### config.mk
export PLATFORM = sky130hd
export DESIGN_NAME = updown_counter_ld
export DESIGN_NICKNAME = d
export VERILOG_FILES = /design/src/rtl/updown_counter_ld.sv
export SDC_FILE = /design/constraint.sdc
export NUM_CORES = 1
export LEC_CHECK = 0
export BUFFER_PORTS_ARGS = -buffer_cell sky130_fd_sc_hd__buf_2
export CORE_MARGIN = 3
export CORE_UTILIZATION = 50
export DETAILED_ROUTE_END_ITERATION = 12
export PLACE_DENSITY = 0.8
export SYNTH_ARGS = -nofsm -noshare
export SYNTH_HDL_FRONTEND = slang
export SYNTH_SLANG_ARGS = --single-unit
### constraint.sdc
create_clock -name clk -period 4.2 [get_ports clk]
set_clock_uncertainty 0.1 [all_clocks]
set_input_delay 0.84 -clock clk [delete_from_list [all_inputs] [get_ports clk]]
set_output_delay 0.84 -clock clk [all_outputs]
set_load 0.005 [all_outputs]
### src/rtl/updown_counter_ld.sv
// Up/down counter with prescaled ticks, wrap/saturate, tc/match pulses and a
// three-phase bus load sequencer sharing one bidirectional bus.
module updown_counter_ld #(
  parameter int unsigned WIDTH         = 8,
  parameter int unsigned PRESCALE_W    = 4,
  parameter logic        DEFAULT_EN    = 1'b1,
  parameter logic        DEFAULT_DRIVE = 1'b1
) (
  input  logic                  clk,
  input  logic                  rst,
  input  logic                  en_i,
  input  logic                  dir_i,
  input  logic                  sat_i,
  input  logic                  load_i,
  input  logic                  oe_i,
  input  logic [PRESCALE_W-1:0] prescale_i,
  input  logic [WIDTH-1:0]      cmp_i,
  input  logic [WIDTH-1:0]      bus_in,
  output logic [WIDTH-1:0]      bus_out,
  output logic [WIDTH-1:0]      bus_oe,
  output logic [WIDTH-1:0]      count_o,
  output logic                  tc_o,
  output logic                  match_o
);

  localparam logic [1:0] ST_DRIVE   = 2'd0;
  localparam logic [1:0] ST_RELEASE = 2'd1;
  localparam logic [1:0] ST_CAPTURE = 2'd2;

  localparam logic [WIDTH-1:0]      CNT_ONE  = WIDTH'(1);
  localparam logic [PRESCALE_W-1:0] PCNT_ONE = PRESCALE_W'(1);

  logic                  r_en_q, r_dir_q, r_sat_q, r_load_q, r_oe_q, r_load_qq;
  logic [1:0]            r_state, w_state_d;
  logic [PRESCALE_W-1:0] r_pcnt, w_pcnt_d;
  logic [WIDTH-1:0]      r_count, w_count_d, w_step;
  logic                  r_tc, w_tc_d, r_match, w_match_d;
  logic                  w_load_pulse, w_en, w_oe, w_tick, w_capture, w_boundary;

  assign w_load_pulse = r_load_q & ~r_load_qq;
  assign w_en         = DEFAULT_EN | r_en_q;
  assign w_oe         = DEFAULT_DRIVE | r_oe_q;
  assign w_capture    = (r_state == ST_CAPTURE);
  assign w_tick       = (r_pcnt == prescale_i);
  assign w_boundary   = r_dir_q ? ~|r_count : &r_count;
  assign w_step       = r_dir_q ? (r_count - CNT_ONE) : (r_count + CNT_ONE);

  always_comb begin
    w_state_d = r_state;
    case (r_state)
      ST_DRIVE:   if (w_load_pulse) w_state_d = ST_RELEASE;
      ST_RELEASE: w_state_d = ST_CAPTURE;
      ST_CAPTURE: w_state_d = ST_DRIVE;
      default:    w_state_d = ST_DRIVE;
    endcase
  end

  // pcnt only resets on tick, so a lowered prescale_i lets it run to rollover.
  always_comb begin
    if (w_capture || w_tick) w_pcnt_d = '0;
    else                     w_pcnt_d = r_pcnt + PCNT_ONE;
  end

  always_comb begin
    w_count_d = r_count;
    w_tc_d    = 1'b0;
    w_match_d = 1'b0;
    if (w_capture) begin
      w_count_d = bus_in;
      w_match_d = (bus_in == cmp_i);
    end else if (w_tick && w_en) begin
      w_tc_d = w_boundary;
      if (!(w_boundary && r_sat_q)) begin
        w_count_d = w_step;
        w_match_d = (w_step == cmp_i);
      end
    end
  end

  always_ff @(posedge clk) begin
    if (rst) begin
      r_en_q    <= 1'b0;
      r_dir_q   <= 1'b0;
      r_sat_q   <= 1'b0;
      r_load_q  <= 1'b0;
      r_oe_q    <= 1'b0;
      r_load_qq <= 1'b0;
      r_state   <= ST_DRIVE;
      r_pcnt    <= '0;
      r_count   <= '0;
      r_tc      <= 1'b0;
      r_match   <= 1'b0;
    end else begin
      r_en_q    <= en_i;
      r_dir_q   <= dir_i;
      r_sat_q   <= sat_i;
      r_load_q  <= load_i;
      r_oe_q    <= oe_i;
      r_load_qq <= r_load_q;
      r_state   <= w_state_d;
      r_pcnt    <= w_pcnt_d;
      r_count   <= w_count_d;
      r_tc      <= w_tc_d;
      r_match   <= w_match_d;
    end
  end

  assign count_o = r_count;
  assign bus_out = r_count;
  assign bus_oe  = {WIDTH{(r_state == ST_DRIVE) & w_oe}};
  assign tc_o    = r_tc;
  assign match_o = r_match;

endmodule

==> reports/metrics.csv <==
metric,value,unit
Worst slew margin,65.14,%
CTS tree,yes,
Clock Path Buffers,2,
first-pass iteration count of the detailed router,4,
most common cell in the synthesized netlist,dfxtp_1,
HP Start,r_load_q,
Pleak,0.0008091,uW
Die H,62.88,um
Critical Path AT,2.70,ns
"Hold Violations, Final",0,
Synth top area share,24.75,%
final-report setup violation count,0,
fmax,390.8,MHz
Netlist cell types,48,
initial antenna violation count,0,
R2R setup slack,1.64,ns
Setup TNS,0,ns
# resized after CTS,0,
TritonCTS buffer count,3,
Max-cap violations,0,
DR vias/cell,5.485,
vias in the first global route,1293,
final setup margin,1.641,ns
Core Rows,20,
"Seq/Total Area, Yosys",24.75,%
crit end category,register,
nets,256,
Setup Crit Path Kind,register to register,
Ports,53,
Slew Limit Fails,0,
status,"finished, final reports clean",
Switching Share,31.45,%
Post-CTS Setup Bufs,0,
Slew @ Worst Pin,0.5229,ns
Synth Net Count,224,
yosys warns,0,
clock network power share,23.6,%
CTS Root Cell,clkbuf_4,
Syn Area/Cell,8.560,um2
Die X,62.88,um
drt wl/cell,13.76,um
hold crit path type,register to register,
Worst-Skew Late Latency,0.30,ns
Synth top cells by count,"dfxtp_1, nor2_1, buf_4",
CTS Sinks,20,
fin crit period,2.559,ns
Area growth syn-to-layout,11.14,%
Setup crit start,bus_out[0],
final routed DRC violation total,0,
Comb power frac,30.2,%
Internal Power,322.0,uW
Core Area,3078,um2
Startpoint Class,register,
pwr dens,261.2,nW/um2
post-DP HPWL,2.880,mm
Die ar.,3954,um2
Reg area,400.4,um2
DP Worst Slack,1.453,ns
Sw Pwr,147.7,uW
unrepaired setup endpoints after global routing,no,
largest net degree at the start of global routing,18,
fillcell total,299,
synth top area cells,"dfxtp_1, xor2_1, buf_4",
register bit total from synthesis,20,
Max VDD drop,0.1844,mV
1st-iter DRT viols,69,
"EDFF count, synth",0,
Final period util,60.92,%
layout cell share with drive strength beyond 1,28.18,%
final wirelength,3.633,mm
RePlAce Congestion,0.8825,
Flop pwr share,46.2,%
number of diodes,0,
H-tree depth,1,
overall global routing resource usage,19.29,%
via count,1448,
Synth Instances,189,
final core utilization,58.41,%
Synth area leader,dfxtp_1,
Routed Antenna Nets,0,
Critical Path RT,4.34,ns
first-pass GRT wire length,6.154,mm
global route overflow,0,
# hold bufs at CTS,0,
"Async S/R FF share, synth",0,%
Main synth FF type,dfxtp_1,
r2r startpoint,bus_out[0],
multi-input logic area,1041,um2
crit-path max FO,11,
Worst-path clk slew,0.11,ns
initial core utilization,52.56,%
PortBufs,50,
mapped cell area,1618,um2
-- placed cells by master (no fill, tap or decap), drive strengths merged, types with 2 or more instances in the layout --
cell / n
a21o: 3
a21oi: 8
nand2: 3
buf: 50
inv: 4
nand3: 5
nor2b: 4
and3: 3
nor3: 6
mux2: 2
xnor2: 13
o21ai: 7
a211oi: 9
nand2b: 3
mux2i: 6
ha: 7
nand4: 5
nor2: 17
dfxtp: 20
clkbuf: 4
xor2: 15
nor4: 6
and2: 2
-- through the flow --
stage	hold WS [ns]	instance area, um2	power (uW)	std cells
final	0.3751	1798	469.7	264
after global placement	0.3529	1762	359.9	260
after detailed placement	0.3550	1762	362.6	260
after CTS	0.3730	1798	475.1	264
after global routing	0.3853	1798	505.2	264
after floorplan	0.3394	1618	329.0	189
-- registers in the layout, summed over array words and instances (netlist names) --
register,flops
bus_out,8
r_pcnt,4
r_state,2
match_o,1
r_dir_q,1
r_load_q,1
r_load_qq,1
r_sat_q,1
tc_o,1
-- worst paths after layout --
path / end / depth (start not counted)
worst min-delay path: r_load_qq / 1
worst min register to register: r_load_qq / 1
worst max register to register: match_o / 7
worst max-delay path: match_o / 7
-- worst max-delay path, stage by stage (launching register included) --
cell	delay, ns
dfxtp_1	0.45
fa_1	0.50
a21o_1	0.21
a21oi_1	0.41
nor3b_1	0.11
a2111oi_0	0.38
nand4_1	0.18
o21ai_1	0.15
-- power groups by stage --
stage / Combinational, uW / Sequential, uW / Clock, uW
2_1_floorplan: 112 / 217 / 0
3_5_place_dp: 141 / 222 / 0
5_1_grt: 159 / 219 / 127
3_3_place_gp: 139 / 221 / 0
4_1_cts: 142 / 217 / 116
6_report: 142 / 217 / 111
-- cell families after synthesis --
family / Yosys count / share of synthesized area, %
simple gates: 62 / 22.12
flops: 20 / 24.75
xor+xnor: 28 / 15.16
compound gates: 36 / 15.08
mux: 8 / 5.336
buf+inv: 27 / 10.90
fa+ha+maj: 8 / 6.651
-- cell type report --
| class | count | area share, % |
|---|---|---|
| Multi-Input combinational cell | 142 | 57.90 |
| Clock buffer | 4 | 2.018 |
| Timing Repair Buffer | 50 | 13.92 |
| Sequential cell | 20 | 22.27 |
| Inverter | 4 | 0.8351 |
| Tap cell | 44 | 3.062 |
-- routing by layer --
layer	track usage, %	up-vias	wire length [um]
li1	-	722	-
met1	24.42	667	1472
met2	33.07	52	1819
met3	3.417	7	290
met4	5.785	0	50
met5	0	-	0
Power figures use the tool's default switching activity.
